**src/rtl/rop3_mode_infer.sv**
```systemverilog
// Recovers the 8-bit ROP3 truth table from streamed (P,S,D,Result) samples.
// Each bit lane votes into one truth-table entry; a frame ends in a held report.

module rop3_lane_dec (
  input  logic       i_p,
  input  logic       i_s,
  input  logic       i_d,
  input  logic       i_r,
  output logic [7:0] o_seen0,
  output logic [7:0] o_seen1
);
  logic [2:0] w_idx;
  assign w_idx = {i_p, i_s, i_d};

  always_comb begin
    o_seen0        = '0;
    o_seen1        = '0;
    o_seen1[w_idx] = i_r;
    o_seen0[w_idx] = ~i_r;
  end
endmodule

module rop3_mode_infer #(
  parameter int N = 8
) (
  input  logic         clk,
  input  logic         rst,
  input  logic         in_valid,
  output logic         in_ready,
  input  logic         in_last,
  input  logic [N-1:0] P,
  input  logic [N-1:0] S,
  input  logic [N-1:0] D,
  input  logic [N-1:0] R,
  output logic         out_valid,
  input  logic         out_ready,
  output logic [7:0]   out_mode,
  output logic [7:0]   out_known,
  output logic         out_conflict,
  output logic         out_supported
);
  typedef enum logic {ST_ACC, ST_REPORT} state_t;

  state_t     r_state, w_state_nx;
  logic [7:0] r_known, r_val;
  logic       r_conflict;
  logic [7:0] r_out_mode, r_out_known;
  logic       r_out_conflict, r_out_supported;

  logic [N-1:0][7:0] w_lane_s0, w_lane_s1;
  logic [7:0]        w_seen0, w_seen1;
  logic [7:0]        w_known_nx, w_val_nx;
  logic              w_conf_nx, w_accept, w_release;

  for (genvar g = 0; g < N; g++) begin : g_lane
    rop3_lane_dec u_lane (
      .i_p     (P[g]),
      .i_s     (S[g]),
      .i_d     (D[g]),
      .i_r     (R[g]),
      .o_seen0 (w_lane_s0[g]),
      .o_seen1 (w_lane_s1[g])
    );
  end

  always_comb begin
    w_seen0 = '0;
    w_seen1 = '0;
    for (int i = 0; i < N; i++) begin
      w_seen0 = w_seen0 | w_lane_s0[i];
      w_seen1 = w_seen1 | w_lane_s1[i];
    end
  end

  // First observation of an entry wins; later disagreement only raises conflict.
  assign w_known_nx = r_known | w_seen0 | w_seen1;
  assign w_val_nx   = (r_known & r_val) | (~r_known & w_seen1);
  assign w_conf_nx  = r_conflict |
                      (|((w_seen0 & w_seen1) |
                         (r_known & r_val & w_seen0) |
                         (r_known & ~r_val & w_seen1)));

  function automatic logic is_supported(input logic [7:0] m);
    case (m)
      8'h00, 8'h11, 8'h33, 8'h44, 8'h55, 8'h5A, 8'h66, 8'h88,
      8'hBB, 8'hC0, 8'hCC, 8'hEE, 8'hF0, 8'hFB, 8'hFF: is_supported = 1'b1;
      default:                                         is_supported = 1'b0;
    endcase
  endfunction

  assign in_ready  = (r_state == ST_ACC);
  assign out_valid = (r_state == ST_REPORT);
  assign w_accept  = in_valid & in_ready;
  assign w_release = out_valid & out_ready;

  always_comb begin
    w_state_nx = r_state;
    case (r_state)
      ST_ACC:    if (w_accept && in_last) w_state_nx = ST_REPORT;
      ST_REPORT: if (w_release)           w_state_nx = ST_ACC;
      default:                            w_state_nx = ST_ACC;
    endcase
  end

  always_ff @(posedge clk) begin
    if (rst) r_state <= ST_ACC;
    else     r_state <= w_state_nx;
  end

  always_ff @(posedge clk) begin
    if (rst) begin
      r_known         <= '0;
      r_val           <= '0;
      r_conflict      <= 1'b0;
      r_out_mode      <= '0;
      r_out_known     <= '0;
      r_out_conflict  <= 1'b0;
      r_out_supported <= 1'b0;
    end else if (w_accept) begin
      r_known    <= w_known_nx;
      r_val      <= w_val_nx;
      r_conflict <= w_conf_nx;
      if (in_last) begin
        r_out_mode      <= w_val_nx & w_known_nx;
        r_out_known     <= w_known_nx;
        r_out_conflict  <= w_conf_nx;
        r_out_supported <= (w_known_nx == 8'hFF) & ~w_conf_nx &
                           is_supported(w_val_nx & w_known_nx);
      end
    end else if (w_release) begin
      r_known    <= '0;
      r_val      <= '0;
      r_conflict <= 1'b0;
    end
  end

  assign out_mode      = r_out_mode;
  assign out_known     = r_out_known;
  assign out_conflict  = r_out_conflict;
  assign out_supported = r_out_supported;
endmodule

```
**config.mk**
```make
export PLATFORM = sky130hd
export DESIGN_NAME = rop3_mode_infer
export DESIGN_NICKNAME = d
export VERILOG_FILES = /design/src/rtl/rop3_mode_infer.sv
export SDC_FILE = /design/constraint.sdc
export NUM_CORES = 1
export LEC_CHECK = 0
export ABC_CLOCK_PERIOD_IN_PS = 9300
export BUFFER_PORTS_ARGS = -buffer_cell sky130_fd_sc_hd__buf_4
export CORE_MARGIN = 5
export CORE_UTILIZATION = 60
export DETAILED_ROUTE_END_ITERATION = 8
export PLACE_DENSITY = 0.83
export SLEW_MARGIN = 10
export SYNTH_ARGS = -nofsm -noshare
export SYNTH_HDL_FRONTEND = slang
export SYNTH_HIERARCHICAL = 1
export SYNTH_SLANG_ARGS = --single-unit
```
**constraint.sdc**
```tcl
create_clock -name clk -period 9.3 [get_ports clk]
set_clock_uncertainty 0.15 [all_clocks]
set_input_delay 1.86 -clock clk [delete_from_list [all_inputs] [get_ports clk]]
set_output_delay 1.86 -clock clk [all_outputs]
set_load 0.05 [all_outputs]
```
### Word level (Yosys, flattened, before mapping)

Index checks and enable logic that the tools add are counted.

| storage, ports and cells | value |
|---|---|
| input port bits | 37 |
| output and inout port bits | 20 |
| register bits | 36 |

| operators by class | value |
|---|---|
| bitwise logic cells | 59 |
| order comparisons | 16 |
| equality and inequality tests | 15 |
| reduce and logical (&&, ||, !) cells | 14 |
| mux-type cells | 28 |

Operator list:

| operator | count |
|---|---|
| 8-bit bitwise AND | 23 |
| 8-bit OR | 19 |
| 8-bit equality test, second input constant | 9 |
| 8-bit by 7-bit equality test with 1-bit output, second input constant | 4 |
| 3-bit by 4-bit less-than comparator with 1-bit output, second input constant | 8 |
| 1-bit demux with 3-bit select | 8 |
| 3-bit by 1-bit greater-or-equal comparator with 1-bit output, second input constant | 8 |
| 8-bit two-way mux | 3 |
| 1-bit two-way mux | 16 |
| 8-bit NOT | 2 |
| 15-bit OR reduction | 1 |
| 1-bit NOT | 10 |
| 1-bit logical AND | 9 |
| 8-bit by 5-bit equality test with 1-bit output, second input constant | 1 |
| 8-bit by 6-bit equality test with 1-bit output, second input constant | 1 |
| 8-bit logical NOT | 1 |
| 8-bit OR reduction | 1 |
| 1-bit bitwise AND | 4 |
| 1-bit case mux with 2 select lines | 1 |
| 2-bit AND reduction | 1 |
| 2-bit nonzero test | 1 |
| 1-bit OR | 1 |

### Logic depth before layout (Yosys ltp)

| logic depth | value |
|---|---|
| depth after elaboration | 22 |
| mapped depth | 9 |
| gate-level depth less buffers | 8 |

### Hierarchy

Netlist, hierarchy kept.

By module, submodules not included:

| module | area each (um^2) | instances | cells an instance | seq. area each (um^2) |
|---|---|---|---|---|
| rop3_mode_infer | 1973.1 | 1 | 263 | 720.7 |
| rop3_lane_dec at g_lane[0].u_lane ... | 231.5 | 7 | 20 | 0.0 |
| rop3_lane_dec at g_lane[7].u_lane | 276.5 | 1 | 20 | 0.0 |

### Worst setup path after synthesis

Ideal clock, no wire load.

| timing path | value |
|---|---|
| path type | input to register |
| from | in D[4] |
| to | reg r_out_supported (netlist: out_supported) |
| path buffers | 1 |
| setup slack | 4.967 ns |
| setup time | 0.086 ns |
| required time | 9.064 ns |
| arrival | 4.097 ns |
| stages | 8 |
| cells stage by stage | buf_4 > and4bb_1 > or4_4 > or2_4 > a221oi_2 > nand4_1 > or4_1 > a221oi_2 |

RTL lines:

| item | line | text |
|---|---|---|
| start, declared | 33 | `input logic [N-1:0] D,` |
| end signal, assigned | 127 | `r_out_supported <= (w_known_nx == 8'hFF) & ~w_conf_nx &` |
| end, declared | 48 | `logic r_out_conflict, r_out_supported;` |

==> results.toml <==
[run_status]
status = "complete, no violations"

[pwr]
p_seq_share_pct = 35.8
p_switching_uw = 198
power.leakage_nw = 1.62
p_int_uw = 300
pwr-share-comb_pct = 40.9
pwr-share-clk_pct = 23.2
finalPower_uw = 498
powerDensity_nw_per_um2 = 120
switching_share_pct = 39.7
peakVddDrop_mv = 0.153

[synthesis]
syn_area_sq_um = 3870
synth.area.top_cells = "dfxtp_1 19%, nor4b_2 11%, and4bb_1 10%"
synth_edf_count = 0
synth_cell_types = 44
yosys.area.top_type = "dfxtp_1"
synth-warning-count = 6
synth_top_cell_area_share_pct = 18.6
syn-num-nets = 460
synth_area_per_cell_sq_um = 9.15
synthArstFlopShare_pct = 0
ys_seq_area_share_pct = 18.6
synth_cells = 423
ys.flop_type = "dfxtp_1"
ys_ff_latch = 36

[global_route]
antenna_found_initial = 0
grt_pass1_vias = 3403
grt_max_degree = 37
gr-total-overflow = 0
track_usage_pct = 24.5
grt_pass1_wl_um = 17200

[cells_and_area]
antenna_cells = 0
fill_cells = 518
drive_above_1_share_pct = 26.7
final_cells = 523
final_nets = 482
syn_to_final_growth_pct = 6.98
final_util_pct = 65.6

[floorplan]
fp.dieW_um = 90.3
dieArea_sq_um = 8160
pin_count = 57
core_sq_um = 6310
rows = 29
die_y_um = 90.3
initial_utilization_pct = 61.3

[timing]
finalCriticalPeriod_ns = 4.42
hold_slack_ns = 0.308
max_slew_margin_pct = 41.5
finalSetupViolCount = 0
drv_slew = 0
rsz0062_at_grt = "no"
max_freq_ghz = 0.226
tns_ns = 0
tightestPinTransition_ns = 0.877
finalHoldViolCount = 0
finalCritPeriodShare_pct = 47.5

[route]
drt_iter0_drc = 520
drtAntennaViolNets = 0
drc = 0
avgRoutedWirePerCell_um = 20.0
viasPerCell = 7.19
drt-total-wl_um = 10400
firstDrtPassIters = 6
vias = 3759

[clocking]
clk_pin_slew_ns = 0.07
ctsResizeCount = 0
postCtsSetupRepairBufs = 0
worst_skew_pair.late_latency_ns = 0.29
cts_tree = "done"
cts_root_buffer = "clkbuf_8"
hold_buffers = 0
cts_buffer_depth = 2
numCtsBuffers = 5
htreeDepth = 2
clock_sinks = 36

[worst_setup_path]
start_kind = "input port"
crit_type = "in2reg"
path_max_fanout = 16
critPathLaunch = "P[0]"
worstReg2RegEnd = "out_supported"
crit_path_end = "out_supported"
critPathRequiredTime_ns = 9.36
reg2reg_depth = 6
reg2reg_setup_slack_ns = 6.58
timing.rr.start = "out_valid"
cp-end-kind = "flip-flop"
cp_data_arrival_time_ns = 4.48

[job]
maxCapViolCount = 0

[placement]
numPlacedInstances = 515
gp_congestion = 0.910
dp_hpwl_um = 7230
numPortBuffers = 56

[worst_hold_path]
hold_path_class = "reg2reg"
synth_stat cells (2+ instances only):
library cell,instances
o211ai_1,4
buf_4,14
and4bb_2,9
nor4b_4,4
a211oi_1,7
nor4bb_1,7
nand2_1,34
nand3b_1,3
a21oi_1,23
clkbuf_1,8
nor4b_2,28
nand3_1,6
and4bb_1,32
or4_1,3
nand4_1,2
dfxtp_1,36
nor2_1,28
a32o_1,2
and4_1,8
nor3_1,18
buf_6,18
and2_1,6
a22oi_1,10
nand2b_1,3
a221oi_2,2
nor4_1,33
nor2b_1,8
and4b_1,32
a31oi_1,5
o21ai_0,3
inv_1,7
nor4_2,8
layer usage:
layer | GRT usage (%) | up-vias | wire length (um)
met5 | 0 | - | 0
met1 | 35.1 | 1742 | 4500
met2 | 38.1 | 224 | 4680
li1 | - | 1758 | -
met3 | 3.42 | 35 | 945
met4 | 7.20 | 0 | 311
sequential cells by signal (all words and copies together), names as in the netlist:
| signal | count |
|---|---|
| out_valid | 1 |
| r_val | 8 |
| r_conflict | 1 |
| r_known | 8 |
| out_mode | 8 |
| out_supported | 1 |
| out_conflict | 1 |
| out_known | 8 |
cell type report:
class / instances / area (sq um) / share of cell area [%]
well taps: 77 / 96.3 / 2.33
flip-flops and latches: 36 / 721 / 17.4
clock inverters: 2 / 10.0 / 0.242
multi-input cells: 339 / 2780 / 67.2
clock buffers: 6 / 82.6 / 1.99
inverters: 7 / 26.3 / 0.635
repair buffers: 56 / 420 / 10.2
worst min path at each step:
stage          slack, ns     endpoint  cells after the start        start
5_1_grt             0.34  out_mode[2]                      2  out_mode[2]
6_report            0.31  out_mode[3]                      2  out_mode[3]
3_5_place_dp        0.30  out_mode[4]                      2  out_mode[4]
4_1_cts             0.31  out_mode[4]                      2  out_mode[4]
3_3_place_gp        0.30  out_mode[6]                      2  out_mode[6]
2_1_floorplan       0.29   r_conflict                      2   r_conflict
power by group through the flow:
stage	logic (mW)	registers, mW	clock network, mW
2_1_floorplan	0.131	0.198	0
3_3_place_gp	0.193	0.180	0
6_report	0.204	0.178	0.116
5_1_grt	0.219	0.180	0.124
4_1_cts	0.199	0.178	0.116
3_5_place_dp	0.198	0.181	0
layout by cell type (no fill, tap or decap), types with 2 or more instances in the layout:
cell type,count
o21ai_0,3
and2_1,6
nor2_1,28
nor4b_4,4
a221oi_2,2
nor4_1,33
clkbuf_8,6
a211oi_1,7
and4bb_1,32
nor4_2,8
a22oi_1,10
inv_1,7
dfxtp_1,36
nand2_1,34
and4_1,8
nor3_1,18
nor2b_1,7
a21oi_1,23
nand3_1,6
a31oi_1,5
buf_4,56
clkinv_2,2
o211ai_1,4
nand4_1,2
and4bb_2,9
or4_1,3
nand2b_1,3
a32o_1,2
and4b_1,32
nand3b_1,3
nor4b_2,28
nor4bb_1,7
metrics by stage:
step	area [sq um]	setup slack, ns
6_report	4140	4.88
5_1_grt	4140	4.85
4_1_cts	4140	4.79
3_5_place_dp	4050	4.51
3_3_place_gp	4050	4.61
2_1_floorplan	3870	4.97
worst max-delay path, cell delays in order:
cell and delay, ns:
buf_4 0.18, and4b_1 0.23, nor4_1 0.50, nand2_1 0.19
o21ai_0 0.20, nand3_1 0.14, or4_1 0.53, or4_1 0.42
a221oi_2 0.21
cell families after synthesis:
group / count (synthesis) / synth area share, %
AOI/OAI and AO/OA: 63 / 11.1
xor gates and xnor gates: 1 / 0.226
buffers and inverters: 48 / 9.51
DFF: 36 / 18.6
muxes: 1 / 0.259
and+or+nand+nor: 274 / 60.3
Note: power is estimated with default switching activity, not from simulation.
